==> src/rtl/fp_max_seq_pkg.sv <==
// -----------------------------------------------------------------------------
// fp_max_seq_pkg
// Shared definitions for the running-maximum sequencer:
//   - 13-bit floating-point operand layout (sign, 4-bit exponent, 8-bit fraction)
//   - FSM state encoding used by fp_max_seq
// -----------------------------------------------------------------------------
package fp_max_seq_pkg;

    localparam int FP_EXP_W  = 4;
    localparam int FP_FRAC_W = 8;
    localparam int FP_W      = 1 + FP_EXP_W + FP_FRAC_W;

    typedef enum logic [1:0] {
        IDLE  = 2'd0,
        FIRST = 2'd1,
        RUN   = 2'd2,
        DONE  = 2'd3
    } state_t;

    typedef struct packed {
        logic                 sign;
        logic [FP_EXP_W-1:0]  exp;
        logic [FP_FRAC_W-1:0] frac;
    } fp_t;

endpackage

==> src/rtl/fp_max_seq_fp_gtr.sv <==
// -----------------------------------------------------------------------------
// fp_gtr
// Combinational strict greater-than for sign-magnitude 13-bit floats.
//   iSign1/iExp1/iFrac1 : operand 1
//   iSign2/iExp2/iFrac2 : operand 2
//   oGtr                : 1 when operand 1 > operand 2 (equal values give 0)
// A positive operand always beats a negative one; with equal signs the
// {exp,frac} magnitudes are compared, reversed for negative values.
// -----------------------------------------------------------------------------
module fp_gtr
    import fp_max_seq_pkg::*;
(
    input  logic                 iSign1,
    input  logic [FP_EXP_W-1:0]  iExp1,
    input  logic [FP_FRAC_W-1:0] iFrac1,
    input  logic                 iSign2,
    input  logic [FP_EXP_W-1:0]  iExp2,
    input  logic [FP_FRAC_W-1:0] iFrac2,
    output logic                 oGtr
);

    logic [FP_EXP_W+FP_FRAC_W-1:0] mag1;
    logic [FP_EXP_W+FP_FRAC_W-1:0] mag2;

    assign mag1 = {iExp1, iFrac1};
    assign mag2 = {iExp2, iFrac2};

    always_comb begin
        oGtr = 1'b0;
        if (iSign1 != iSign2) begin
            oGtr = ~iSign1;
        end else if (iSign1) begin
            oGtr = (mag1 < mag2);
        end else begin
            oGtr = (mag1 > mag2);
        end
    end

endmodule

==> src/rtl/fp_max_seq.sv <==
// -----------------------------------------------------------------------------
// fp_max_seq
// Streams a burst of floats through one shared fp_gtr and reports the maximum
// and the index of its first occurrence.
//   iClk, iReset        : clock, synchronous active-high reset
//   iStart, iLen        : start a burst of iLen operands (sampled in IDLE)
//   iValid / oReady     : operand handshake; iSign/iExp/iFrac carry the operand
//   oBusy               : high from FIRST through DONE
//   oDone               : one-cycle result pulse
//   oEmpty              : burst had zero operands
//   oSign/oExp/oFrac    : maximum value, oIdx its 0-based position
// Results hold after DONE until the next accepted iStart or reset.
// -----------------------------------------------------------------------------
module fp_max_seq
    import fp_max_seq_pkg::*;
#(
    parameter int MAX_LEN = 16,
    parameter int CNT_W   = 5
)(
    input  logic                 iClk,
    input  logic                 iReset,
    input  logic                 iStart,
    input  logic [CNT_W-1:0]     iLen,
    input  logic                 iValid,
    output logic                 oReady,
    input  logic                 iSign,
    input  logic [FP_EXP_W-1:0]  iExp,
    input  logic [FP_FRAC_W-1:0] iFrac,
    output logic                 oBusy,
    output logic                 oDone,
    output logic                 oEmpty,
    output logic                 oSign,
    output logic [FP_EXP_W-1:0]  oExp,
    output logic [FP_FRAC_W-1:0] oFrac,
    output logic [CNT_W-1:0]     oIdx
);

    localparam logic [CNT_W-1:0] MAX_LEN_C = CNT_W'(MAX_LEN);
    localparam logic [CNT_W-1:0] ONE_C     = CNT_W'(1);

    state_t           state_q, state_d;
    logic [CNT_W-1:0] rem_q, rem_d;
    logic [CNT_W-1:0] pos_q, pos_d;
    logic [CNT_W-1:0] idx_q, idx_d;
    fp_t              max_q, max_d;
    logic             empty_q, empty_d;
    logic             ready_q, busy_q, done_q;

    fp_t  op_in;
    logic gtr;
    logic hs;

    assign op_in = '{sign: iSign, exp: iExp, frac: iFrac};
    // ready_q is high exactly in FIRST/RUN, so this is the accepted handshake
    assign hs    = iValid & ready_q;

    fp_gtr u_gtr (
        .iSign1 (op_in.sign),
        .iExp1  (op_in.exp),
        .iFrac1 (op_in.frac),
        .iSign2 (max_q.sign),
        .iExp2  (max_q.exp),
        .iFrac2 (max_q.frac),
        .oGtr   (gtr)
    );

    always_comb begin
        state_d = state_q;
        rem_d   = rem_q;
        pos_d   = pos_q;
        idx_d   = idx_q;
        max_d   = max_q;
        empty_d = empty_q;
        case (state_q)
            IDLE: begin
                if (iStart) begin
                    empty_d = 1'b0;
                    pos_d   = '0;
                    if (iLen == '0) begin
                        empty_d = 1'b1;
                        max_d   = '0;
                        idx_d   = '0;
                        state_d = DONE;
                    end else begin
                        rem_d   = (iLen > MAX_LEN_C) ? MAX_LEN_C : iLen;
                        state_d = FIRST;
                    end
                end
            end
            FIRST: begin
                if (hs) begin
                    max_d   = op_in;
                    idx_d   = '0;
                    pos_d   = ONE_C;
                    rem_d   = rem_q - ONE_C;
                    state_d = (rem_q == ONE_C) ? DONE : RUN;
                end
            end
            RUN: begin
                if (hs) begin
                    // strict compare: ties keep the earlier operand
                    if (gtr) begin
                        max_d = op_in;
                        idx_d = pos_q;
                    end
                    pos_d = pos_q + ONE_C;
                    rem_d = rem_q - ONE_C;
                    if (rem_q == ONE_C) begin
                        state_d = DONE;
                    end
                end
            end
            DONE: begin
                state_d = IDLE;
            end
            default: begin
                state_d = IDLE;
            end
        endcase
    end

    // Handshake/status flags are registered from the next state so they
    // line up with the state they describe.
    always_ff @(posedge iClk) begin
        if (iReset) begin
            state_q <= IDLE;
            rem_q   <= '0;
            pos_q   <= '0;
            idx_q   <= '0;
            max_q   <= '0;
            empty_q <= 1'b0;
            ready_q <= 1'b0;
            busy_q  <= 1'b0;
            done_q  <= 1'b0;
        end else begin
            state_q <= state_d;
            rem_q   <= rem_d;
            pos_q   <= pos_d;
            idx_q   <= idx_d;
            max_q   <= max_d;
            empty_q <= empty_d;
            ready_q <= (state_d == FIRST) || (state_d == RUN);
            busy_q  <= (state_d != IDLE);
            done_q  <= (state_d == DONE);
        end
    end

    assign oReady = ready_q;
    assign oBusy  = busy_q;
    assign oDone  = done_q;
    assign oEmpty = empty_q;
    assign oSign  = max_q.sign;
    assign oExp   = max_q.exp;
    assign oFrac  = max_q.frac;
    assign oIdx   = idx_q;

endmodule

==> config.mk <==
export PLATFORM = sky130hd
export DESIGN_NAME = fp_max_seq
export DESIGN_NICKNAME = d
export VERILOG_FILES = /design/src/rtl/fp_max_seq_pkg.sv /design/src/rtl/fp_max_seq_fp_gtr.sv /design/src/rtl/fp_max_seq.sv
export SDC_FILE = /design/constraint.sdc
export NUM_CORES = 1
export LEC_CHECK = 0
export ABC_AREA = 1
export CORE_MARGIN = 10
export CORE_UTILIZATION = 47
export CTS_CLUSTER_SIZE = 10
export DETAILED_ROUTE_END_ITERATION = 16
export HOLD_SLACK_MARGIN = 0.08
export PLACE_DENSITY = 0.76
export SYNTH_ARGS = -nofsm -noshare
export SYNTH_HDL_FRONTEND = slang
export SYNTH_HIERARCHICAL = 1
export SYNTH_SLANG_ARGS = --single-unit
==> constraint.sdc <==
create_clock -name iClk -period 1.9 [get_ports iClk]
set_input_delay 0.38 -clock iClk [delete_from_list [all_inputs] [get_ports iClk]]
set_output_delay 0.38 -clock iClk [all_outputs]
set_load 0.05 [all_outputs]
Yosys cells after proc, flatten, opt, wreduce, memory -nomap -nowiden
Index checks and enable logic that the tools add are counted.

word-level totals
  output and inout port bits = 22
  word-level logic and storage cells = 75
  bits of input ports = 22
  register bits = 34

operators by class
  reduce and logical (&&, ||, !) cells = 11
  magnitude comparators = 3
  bitwise operators = 2
  add/sub/neg operators = 2
  multiplexer cells = 31
  equal/unequal tests = 15

operators with widths
  operator             number
  $mux 13              5
  $mux 5               12
  $pmux 13 s3          1
  $pmux 5 s3           2
  $gt 12x12->1         1
  $lt 12x12->1         1
  $ne 2x2->1 const B   6
  $mux 2               5
  $pmux 5 s2           1
  $eq 2x2->1 const B   4
  $pmux 2 s4           1
  $reduce_and 4->1     2
  $reduce_and 6->1     1
  $add 5x1->5 const B  1
  $eq 5x1->1 const B   1
  $gt 5x5->1 const B   1
  $logic_not 5->1      1
  $sub 5x1->5 const B  1
  $eq 2x1->1 const B   2
  $mux 1               4
  $reduce_bool 2->1    2
  $reduce_bool 3->1    1
  $logic_not 2->1      1
  $ne 2x1->1 const B   1
  6 further kinds      6

Longest topological paths before layout
Gate-level depths: netlist (run 1).

  word-level depth = 6
  gate-level depth with buffers = 18
  depth with buffers taken out = 17

By module
The synthesis (run 1) kept the hierarchy.

modules (own cells, without submodules)
  module      cells an instance  times used  seq. area each (µm²)  area each (µm²)
  fp_max_seq  290                1           680.7                 1948.1
  fp_gtr      65                 1           0.0                   382.9

Worst setup path before layout (run 1)
No wires, ideal clock.

  path type = reg2reg
  start = reg max_q (netlist bit oExp[3])
  end = reg max_q (netlist bit oExp[0])
  clock period less this slack = 2406 ps
  stages on the path, launching flop included = 15
  library setup time = 113 ps
  data required time = 1787 ps
  slack = -506 ps
  buffers on the path = 1
  arrival time = 2293 ps
  cells stage by stage = dfxtp_1 -> inv_1 -> ha_1 -> a21o_1 -> nor2_2 -> nand2_1 -> nor2_1 -> nor2_1 -> a21oi_2 -> inv_1 -> nand2_1 -> clkbuf_1 -> nand4_1 -> nand2_1 -> nor2_1

on the way
  longest elaborated chain between the ends = 5
  elaborated cells on any way between the ends = 6
  classes of those cells = 2 x order compare; 1 x eq/ne; 2 x mux; 1 x reduce/logical

RTL lines
  item                                          RTL line                                          text
  from (decl)                                   fp_max_seq.sv:45                                  fp_t max_q, max_d;
  from (signal assigned)                        fp_max_seq.sv:140                                 max_q <= max_d;
  $gt 12x12->1 or $lt 12x12->1 (tied branches)  fp_max_seq_fp_gtr.sv:35, fp_max_seq_fp_gtr.sv:33
  $mux 1 *                                      fp_max_seq_fp_gtr.sv:32                           end else if (iSign1) begin
  $mux 1 *                                      fp_max_seq_fp_gtr.sv:30                           if (iSign1 != iSign2) begin
  named net gtr                                 fp_max_seq.sv:50                                  logic gtr;
  $ne 2x2->1 (no source line) *                 -
  $reduce_and 6->1 (no source line) *           -

Mark *: on every way through the listed nets, which the timed path passes. The rest lies on a longest branch.
A chain may end at the register's enable or synchronous reset.

Final worst setup path (run 1)
  start = reg max_q (netlist bit oFrac[3])
  end = reg max_q (netlist bit oFrac[0])

The elaborated chain is that of the path after synthesis.

==> flow_metrics.env, run 1 <==
export IMPL_std_cell_rows=25
export IMPL_critical_path_at_ps=2290
export IMPL_fin_skew_ps=8.03
export IMPL_clkSinkCount=34
export IMPL_number_of_instances_in_the_placed_design=484
export IMPL_grt_overflow=0
export IMPL_maxSlewHeadroom=0.727
export IMPL_placeable_area_mm2=0.00475
export IMPL_drt_wirelength_per_cell_um=12.7
export IMPL_min_delay_start="oIdx[3]$_SDFFE_PP0P_"
export IMPL_power_frac_comb=0.673
export IMPL_final_seq_area_um2=723
export IMPL_globalRouteMet2Util=0.252
export IMPL_worst_setup_hold_path_clk_slew_ps=70
export IMPL_rr_worst_depth=17
export IMPL_worstHoldPathType="flip-flop to flip-flop"
export IMPL_synth_compound_gate_area_share=0.0676
export IMPL_grt_setup_unrepaired="true"
export IMPL_clkPwrFrac=0.102
export IMPL_worst_hold_slack_ps=493
export IMPL_ioPinCount=44
export IMPL_ant_nets=0
export IMPL_avgViaCountPerCell=4.92
export IMPL_remaining_drc_errors=0
export IMPL_post_synth_instance_area_mm2=0.00233
export IMPL_reg2reg_slack_ps=-160
export IMPL_synthesis_nets=399
export IMPL_yosysTopAreaCellShare=0.292
export IMPL_io_buffer_count=43
export IMPL_layout_cell_area_non_filler_mm2=0.00334
export IMPL_yosysWarningCount=6
export IMPL_floorplan_die_height_um=90.4
export IMPL_groute_usage_overall=0.148
export IMPL_start_util=0.490
export IMPL_fmax_mhz=485
export IMPL_synth_area_leader_cell="sky130_fd_sc_hd__dfxtp_1"
export IMPL_grt_antenna_before_repair=0
export IMPL_worst_endpoint_required_ps=2120
export IMPL_gp_routability_congestion=0.898
export IMPL_power_switching_mw=2.49
export IMPL_synthXorXnorAreaFrac=0.00376
export IMPL_power_share_sequential=0.225
export IMPL_worstSetupPathType="flip-flop to flip-flop"
export IMPL_synth_seq_area_share=0.292
export IMPL_timing_final_max_slew_violations=0
export IMPL_cts_tree="done"
export IMPL_layout_cells_sized_above_1=0.311
export IMPL_nFillCells=401
export IMPL_drtPass1Iterations=4
export IMPL_netlist_top_cells_area="sky130_fd_sc_hd__dfxtp_1 29%, sky130_fd_sc_hd__nand2_1 15%, sky130_fd_sc_hd__ha_1 12%"
export IMPL_final_min_period_over_clock_period=1.09
export IMPL_multiInputGateArea_mm2=0.00159
export IMPL_rr_endpoint="oFrac[0]$_SDFFE_PP0P_"
export IMPL_min_to="oIdx[3]$_SDFFE_PP0P_"
export IMPL_detail_route_iter0_violations=103
export IMPL_finalWorstSetupSlack_ps=-163
export IMPL_clockRootBuffer="sky130_fd_sc_hd__clkbuf_8"
export IMPL_met1_usage=0.183
export IMPL_largest_family_of_logic_cells_by_synthesized_area="simple AND/OR/NAND/NOR gates"
export IMPL_number_of_clock_buffers_inserted_by_tritoncts=5
export IMPL_failed_checks="setup timing"
export IMPL_powerDensity_mw_per_mm2=1500
export IMPL_timing_max_cap_violations=0
export IMPL_cp_max_fo=7
export IMPL_origin_of_the_critical_flop_to_flop_path="oFrac[3]$_SDFFE_PP0P_"
export IMPL_worstMarginPinSlew_ps=406
export IMPL_yosys_mux_area_fraction=0
export IMPL_grt_busiest_layer="met2"
export IMPL_area_growth_synth_to_final_pct=43.2
export IMPL_crit_path_end_kind="flip-flop"
export IMPL_antenna_cells_inserted=0
export IMPL_pre_cts_ws_ps=-635
export IMPL_die_area_mm2=0.00818
export IMPL_finalNonFillerCells=495
export IMPL_synth_distinct_cells=30
export IMPL_grt_pass1_vias=2294
export IMPL_min_period_ps=2060
export IMPL_clock_path_buffers=2
export IMPL_post_synth_fa_ha_maj_area_fraction=0.118
export IMPL_outcome="finished, violations left"
export IMPL_grt_pass1_wl_um=10400
export IMPL_finish_net_count=471
export IMPL_report_final_hold_viol_count=0
export IMPL_vias=2433
export IMPL_synthSimpleGateAreaFrac=0.390
export IMPL_postPlaceCellArea_mm2=0.00305
export IMPL_place_detailed_hpwl_um=4460
export IMPL_worst_hold_path_num_cells=2
export IMPL_setup_violations=18
export IMPL_worstSetupStartpointType="flip-flop"
export IMPL_postSynthAreaPerCell_um2=6.57
export IMPL_synth_cells=355
export IMPL_clock_latency_ps=280
export IMPL_static_leakage_power_nw=1.63
export IMPL_h_tree_depth=2
export IMPL_die_w_um=90.4
export IMPL_grtUsageMet3=0.0366
export IMPL_cts_hold_buffers=0
export IMPL_max_vdd_ir_drop_v=0.000846
export IMPL_power_internal_mw=2.51
export IMPL_grt_max_degree=22
export IMPL_total_power_mw=5.00
export IMPL_synth_seq_cells=34
export IMPL_wl_um=6260
export IMPL_switching_part_of_the_total_power=0.498
==> cell usage in the layout, fill, tap and decap left out, types with 4 or more instances in the layout <==
| cell type | count |
|---|---|
| sky130_fd_sc_hd__nand2_1 | 85 |
| sky130_fd_sc_hd__nor2_1 | 54 |
| sky130_fd_sc_hd__buf_4 | 48 |
| sky130_fd_sc_hd__inv_1 | 46 |
| sky130_fd_sc_hd__dfxtp_1 | 22 |
| sky130_fd_sc_hd__nand4_1 | 18 |
| sky130_fd_sc_hd__ha_1 | 13 |
| sky130_fd_sc_hd__a21oi_1 | 11 |
| sky130_fd_sc_hd__nor2_4 | 11 |
| sky130_fd_sc_hd__dlygate4sd2_1 | 11 |
| sky130_fd_sc_hd__dfxtp_4 | 11 |
| sky130_fd_sc_hd__inv_2 | 10 |
| sky130_fd_sc_hd__nand3_1 | 9 |
| sky130_fd_sc_hd__clkdlybuf4s50_1 | 9 |
| sky130_fd_sc_hd__ha_4 | 9 |
| sky130_fd_sc_hd__nor2_2 | 8 |
| sky130_fd_sc_hd__nand2_2 | 8 |
| sky130_fd_sc_hd__o21ai_0 | 7 |
| sky130_fd_sc_hd__a21oi_2 | 5 |
| sky130_fd_sc_hd__clkbuf_8 | 5 |
| sky130_fd_sc_hd__nand2_4 | 4 |
==> synthesized netlist by cell type <==
| cell | n |
|---|---|
| sky130_fd_sc_hd__a21oi_2 | 1 |
| sky130_fd_sc_hd__nand2_1 | 93 |
| sky130_fd_sc_hd__clkbuf_4 | 1 |
| sky130_fd_sc_hd__buf_12 | 1 |
| sky130_fd_sc_hd__xnor2_1 | 1 |
| sky130_fd_sc_hd__nor2_4 | 2 |
| sky130_fd_sc_hd__dfxtp_1 | 34 |
| sky130_fd_sc_hd__o21ai_2 | 1 |
| sky130_fd_sc_hd__nor2_1 | 57 |
| sky130_fd_sc_hd__clkinv_2 | 1 |
| sky130_fd_sc_hd__inv_1 | 55 |
| sky130_fd_sc_hd__a21o_1 | 1 |
| sky130_fd_sc_hd__nand3_4 | 1 |
| sky130_fd_sc_hd__a21boi_0 | 1 |
| sky130_fd_sc_hd__buf_6 | 2 |
| sky130_fd_sc_hd__buf_2 | 3 |
| sky130_fd_sc_hd__nand2_2 | 4 |
| sky130_fd_sc_hd__inv_2 | 1 |
| sky130_fd_sc_hd__o21bai_1 | 1 |
| sky130_fd_sc_hd__nand3_2 | 3 |
| sky130_fd_sc_hd__nor2_2 | 14 |
| sky130_fd_sc_hd__ha_1 | 22 |
| sky130_fd_sc_hd__buf_4 | 1 |
| sky130_fd_sc_hd__clkbuf_1 | 3 |
| sky130_fd_sc_hd__nor4_1 | 1 |
| sky130_fd_sc_hd__o31ai_1 | 1 |
| sky130_fd_sc_hd__nand3_1 | 9 |
| sky130_fd_sc_hd__a21oi_1 | 15 |
| sky130_fd_sc_hd__nand4_1 | 18 |
| sky130_fd_sc_hd__o21ai_0 | 7 |
==> what timing repair did <==
action | in CTS | in global routing
cloned | 2 | 0
pin swaps | 22 | 29
buffers inserted | 3 | 1
setup endpoints to repair | 18 | 22
gates resized for setup | 26 | 28
==> layout make-up <==
type | count | share of cell area
Clock buffer | 8 | 0.0240
Inverter | 57 | 0.0645
Multi-Input combinational cell | 254 | 0.476
Sequential cell | 34 | 0.217
Tap cell | 67 | 0.0251
Timing Repair Buffer | 75 | 0.193
==> metrics by stage <==
| step | utilization | setup TNS (ps) |
|---|---|---|
| final | 0.702 | -2430 |
| after global placement | 0.642 | -10430 |
| after global routing | 0.702 | -4210 |
| after CTS | 0.686 | -1560 |
| after detailed placement | 0.642 | -11170 |
| after floorplan | - | -1400 |
==> worst max-delay path, cell delays in order, from the launching register on <==
cell and delay [ps]:
sky130_fd_sc_hd__dfxtp_4 340, sky130_fd_sc_hd__inv_1 60, sky130_fd_sc_hd__ha_4 270, sky130_fd_sc_hd__nand2_1 60, sky130_fd_sc_hd__inv_2 70, sky130_fd_sc_hd__nand2_2 70
sky130_fd_sc_hd__nand2_1 80, sky130_fd_sc_hd__nand2_2 60, sky130_fd_sc_hd__nand3_2 60, sky130_fd_sc_hd__nand2_2 60, sky130_fd_sc_hd__a21oi_2 150, sky130_fd_sc_hd__inv_1 60
sky130_fd_sc_hd__nand2_2 90, sky130_fd_sc_hd__nand3_2 100, sky130_fd_sc_hd__nor2_4 180, sky130_fd_sc_hd__buf_8 160, sky130_fd_sc_hd__nor2_4 40, sky130_fd_sc_hd__nor2_2 90
==> layer usage <==
metal	part of all wire	vias up	routed length, um
met5	0	-	0
met4	0.010	0	65
li1	-	1257	-
met3	0.043	6	268
met1	0.47	1124	2920
met2	0.48	46	3010
==> how the worst max path moves through the flow <==
stage	from	end	cells after the start
3_3_place_gp	iFrac[5]	oIdx[3]$_SDFFE_PP0P_	17
5_1_grt	oFrac[3]$_SDFFE_PP0P_	oFrac[0]$_SDFFE_PP0P_	17
3_5_place_dp	iFrac[5]	oIdx[2]$_SDFFE_PP0P_	17
2_1_floorplan	oExp[1]$_SDFFE_PP0P_	oExp[0]$_SDFFE_PP0P_	17
4_1_cts	oExp[3]$_SDFFE_PP0P_	oIdx[2]$_SDFFE_PP0P_	18
6_report	oFrac[3]$_SDFFE_PP0P_	oFrac[0]$_SDFFE_PP0P_	17
==> sequential cells by signal (all words and copies together) (netlist names) <==
name	count
oIdx	5
oDone	1
oReady	1
oSign	1
state_q	2
rem_q	5
oBusy	1
pos_q	5
oFrac	8
oEmpty	1
oExp	4
==> power by group through the flow <==
stage	combinational [mW]	sequential, mW	clock (mW)
2_1_floorplan	1.65	1.62	0
3_3_place_gp	2.95	1.12	0
3_5_place_dp	3.01	1.13	0
4_1_cts	3.22	1.12	0.532
5_1_grt	3.68	1.15	0.560
6_report	3.37	1.12	0.511
==> logic make-up (layout without fill, tap and decap cells) <==
group,Yosys count,count (layout)
AND/OR/NAND/NOR,202,203
AO/OA/AOI/OAI,28,28
XOR/XNOR,1,1
adder cells (fa/ha/maj),22,22
flip-flops,34,34
buffers and inverters,68,140
Note: power is estimated with default switching activity, not from simulation.
==> run 2: changes to the inputs <==
- ABC_AREA: 1 -> default
- CORE_UTILIZATION: 47 -> 46
==> run 2 against run 1 <==
  * The run still ends with setup timing left
  * Clock-buffer cell count is 3 lower
  * Total power down 42%
  * Non-clock buffer count rose by 21
  * Largest power group unchanged
  * Setup slack worse by 530 ps
==> flow_metrics.env, run 2 <==
export IMPL_avgViaCountPerCell=5.83
export IMPL_min_delay_start="oIdx[1]$_SDFFE_PP0P_"
export IMPL_mostFrequentLayoutCells="61 x sky130_fd_sc_hd__buf_4, 25 x sky130_fd_sc_hd__a21oi_1, 23 x sky130_fd_sc_hd__nand4_1"
export IMPL_post_synth_top_count_cell="sky130_fd_sc_hd__dfxtp_1"
export IMPL_synth_seq_area_share=0.323
export IMPL_h_tree_depth=2
export IMPL_mostFrequentLayoutCell="sky130_fd_sc_hd__buf_4"
export IMPL_synth_top_cells_by_count="34 x sky130_fd_sc_hd__dfxtp_1, 30 x sky130_fd_sc_hd__a21oi_1, 25 x sky130_fd_sc_hd__o21ai_0, 23 x sky130_fd_sc_hd__nand4_1, 22 x sky130_fd_sc_hd__ha_1"
export IMPL_synth_seq_cells=34
export IMPL_start_util=0.481
export IMPL_finish_net_count=387
export IMPL_drtPass1Iterations=4
export IMPL_clockRootBuffer="sky130_fd_sc_hd__clkbuf_8"
export IMPL_worst_setup_hold_path_clk_slew_ps=70
export IMPL_fmax_mhz=386
export IMPL_ioPinCount=44
export IMPL_failed_checks="setup timing"
export IMPL_pre_cts_ws_ps=-1040
export IMPL_fin_skew_ps=10.0
export IMPL_die_w_um=87.7
export IMPL_min_to="oIdx[1]$_SDFFE_PP0P_"
export IMPL_final_seq_area_um2=718
export IMPL_yosysTopAreaCellShare=0.323
export IMPL_cpMaxStageDelayCell="sky130_fd_sc_hd__a221o_2"
export IMPL_multiInputGateArea_mm2=0.00147
export IMPL_cts_tree="done"
export IMPL_timing_final_max_slew_violations=0
export IMPL_postSynth_topFlopCell="sky130_fd_sc_hd__dfxtp_1"
export IMPL_synth_cells=256
export IMPL_antenna_cells_inserted=0
export IMPL_clkSinkCount=34
export IMPL_largest_register_ffs=8
export IMPL_powerDensity_mw_per_mm2=890
export IMPL_grt_pass1_vias=2307
export IMPL_floorplan_die_height_um=87.7
export IMPL_total_power_mw=2.89
export IMPL_io_buffer_count=43
export IMPL_postSynthAreaPerCell_um2=8.24
export IMPL_synth_area_leader_cell="sky130_fd_sc_hd__dfxtp_1"
export IMPL_critical_path_max_stage_delay_ps=430
export IMPL_power_switching_mw=1.21
export IMPL_report_final_hold_viol_count=0
export IMPL_cp_cell_sequence="dlygate4sd2_1 -> ha_4 -> nand4_1 -> nor3_4 -> o21ai_2 -> a211o_1 -> nand3b_1 -> inv_2 -> a221o_2 -> buf_6 -> o21ai_4 -> a21oi_2"
export IMPL_reg2reg_slack_ps=-690
export IMPL_number_of_clock_buffers_inserted_by_tritoncts=5
export IMPL_rr_endpoint="oIdx[4]$_SDFFE_PP0P_"
export IMPL_critical_path_at_ps=2770
export IMPL_nFillCells=317
export IMPL_clock_latency_ps=290
export IMPL_clkPwrFrac=0.177
export IMPL_synth_edf_count=0
export IMPL_power_frac_comb=0.538
export IMPL_crit_path_end_kind="flip-flop"
export IMPL_grt_antenna_before_repair=0
export IMPL_switching_part_of_the_total_power=0.419
export IMPL_netlist_top_cells_area="sky130_fd_sc_hd__dfxtp_1 32%, sky130_fd_sc_hd__ha_1 13%, sky130_fd_sc_hd__a21oi_1 7.1%"
export IMPL_post_synth_instance_area_mm2=0.00211
export IMPL_gp_routability_congestion=0.815
export IMPL_min_period_ps=2590
export IMPL_die_area_mm2=0.00769
export IMPL_worstSetupStartpointType="input port"
export IMPL_grt_overflow=0
export IMPL_clock_path_buffers=2
export IMPL_final_min_period_over_clock_period=1.36
export IMPL_cp_max_fo=4
export IMPL_ys_async_sr_fraction=0
export IMPL_grt_pass1_wl_um=10100
export IMPL_remaining_drc_errors=0
export IMPL_maxSlewHeadroom=0.652
export IMPL_static_leakage_power_nw=1.32
export IMPL_worstSetupPathType="input port to flip-flop"
export IMPL_power_share_sequential=0.285
export IMPL_outcome="finished, violations left"
export IMPL_rr_worst_depth=12
export IMPL_std_cell_rows=24
export IMPL_worst_hold_path_num_cells=2
export IMPL_area_growth_synth_to_final_pct=53.8
export IMPL_place_detailed_hpwl_um=4160
export IMPL_worstHoldPathType="flip-flop to flip-flop"
export IMPL_ant_nets=0
export IMPL_drt_wirelength_per_cell_um=16.9
export IMPL_vias=2307
export IMPL_groute_usage_overall=0.158
export IMPL_worst_endpoint_required_ps=2080
export IMPL_placeable_area_mm2=0.00438
export IMPL_yosysWarningCount=6
export IMPL_synth_distinct_cells=47
export IMPL_max_vdd_ir_drop_v=0.000712
export IMPL_grt_max_degree=37
export IMPL_grt_setup_unrepaired="true"
export IMPL_power_internal_mw=1.68
export IMPL_layout_cells_sized_above_1=0.398
export IMPL_timing_max_cap_violations=0
export IMPL_wl_um=6680
export IMPL_detail_route_iter0_violations=199
export IMPL_synthesis_nets=300
export IMPL_origin_of_the_critical_flop_to_flop_path="oExp[3]$_SDFFE_PP0P_"
export IMPL_finalWorstSetupSlack_ps=-693
export IMPL_worstMarginPinSlew_ps=521
export IMPL_setup_violations=18
run 2: cell types whose count changed after synthesis, moves of 4 or more:
cell	delta
sky130_fd_sc_hd__a21oi_1	+15
sky130_fd_sc_hd__buf_4	+5
sky130_fd_sc_hd__inv_1	-34
sky130_fd_sc_hd__nand2_1	-80
sky130_fd_sc_hd__nand2_2	-4
sky130_fd_sc_hd__nand2b_1	+5
sky130_fd_sc_hd__nand3_1	-5
sky130_fd_sc_hd__nand4_1	+5
sky130_fd_sc_hd__nor2_1	-45
sky130_fd_sc_hd__nor2_2	-14
sky130_fd_sc_hd__nor2b_1	+8
sky130_fd_sc_hd__nor3_1	+5
sky130_fd_sc_hd__o21ai_0	+18
run 2: layer usage:
layer / wire [um] / global-route usage / vias to the layer above
met5: 0 / 0 / -
met4: 147 / 0.0754 / 0
met3: 441 / 0.0492 / 16
met2: 3240 / 0.265 / 89
met1: 2850 / 0.178 / 1087
li1: - / - / 1115
run 2: critical path: cells and delay by family:
kind                     cells  cell delay, ps
AND/OR/NAND/NOR              3             550
adder cells (fa/ha/maj)      1             290
AO/OA/AOI/OAI                5            1030
buffers and inverters        3             520
run 2: stage by stage:
| stage | hold WS [ps] | cells | area, um^2 | utilization | setup TNS (ps) |
|---|---|---|---|---|---|
| 6_report | 466 | 396 | 3240 | 0.739 | -11710 |
| 5_1_grt | 486 | 396 | 3240 | 0.739 | -13580 |
| 4_1_cts | 475 | 393 | 3120 | 0.711 | -9800 |
| 3_5_place_dp | 466 | 381 | 2910 | 0.664 | -18920 |
| 3_3_place_gp | 451 | 381 | 2910 | 0.664 | -17710 |
| 2_1_floorplan | 443 | 256 | 2180 | - | -8300 |
run 2: power by group through the flow:
stage	combinational, mW	sequential (mW)	clock, mW
after floorplan	0.737	0.939	0
after global routing	1.67	0.829	0.560
final	1.55	0.821	0.512
after detailed placement	1.32	0.835	0
after CTS	1.42	0.819	0.518
after global placement	1.30	0.832	0
run 2: how the worst max path moves through the flow:
stage / end / from
after floorplan: oFrac[0]$_SDFFE_PP0P_ / oExp[1]$_SDFFE_PP0P_
after global placement: oIdx[1]$_SDFFE_PP0P_ / iExp[1]
after detailed placement: oExp[3]$_SDFFE_PP0P_ / iFrac[5]
after CTS: oExp[3]$_SDFFE_PP0P_ / oExp[1]$_SDFFE_PP0P_
after global routing: oFrac[1]$_SDFFE_PP0P_ / oExp[3]$_SDFFE_PP0P_
final: oIdx[4]$_SDFFE_PP0P_ / iExp[0]
run 2: area by class of cell:
cell class                      count  area share
Clock buffer                        5      0.0212
Inverter                           21      0.0243
Timing Repair Buffer               96       0.257
Multi-Input combinational cell    185       0.453
Tap cell                           52      0.0201
Clock inverter                      3     0.00347
Sequential cell                    34       0.222
run 2: logic make-up (layout without fill, tap and decap cells):
family | Yosys count | count (layout) | share of synthesized area
AO/OA/AOI/OAI | 81 | 81 | 0.246
flip-flops | 34 | 34 | 0.323
multiplexers | 1 | 1 | 0.00475
AND/OR/NAND/NOR | 80 | 80 | 0.209
buffers and inverters | 37 | 125 | 0.0831
XOR/XNOR | 1 | 1 | 0.00416
adder cells (fa/ha/maj) | 22 | 22 | 0.131
run 2: repair_timing:
item / in CTS / in global routing
setup endpoints to repair: 18 / 25
buffers inserted: 2 / 1
hold buffers: 0 / 0
gates resized for setup: 42 / 29
pin swaps: 25 / 16
hold endpoints to repair: 0 / 0
gates cloned: 2 / 2
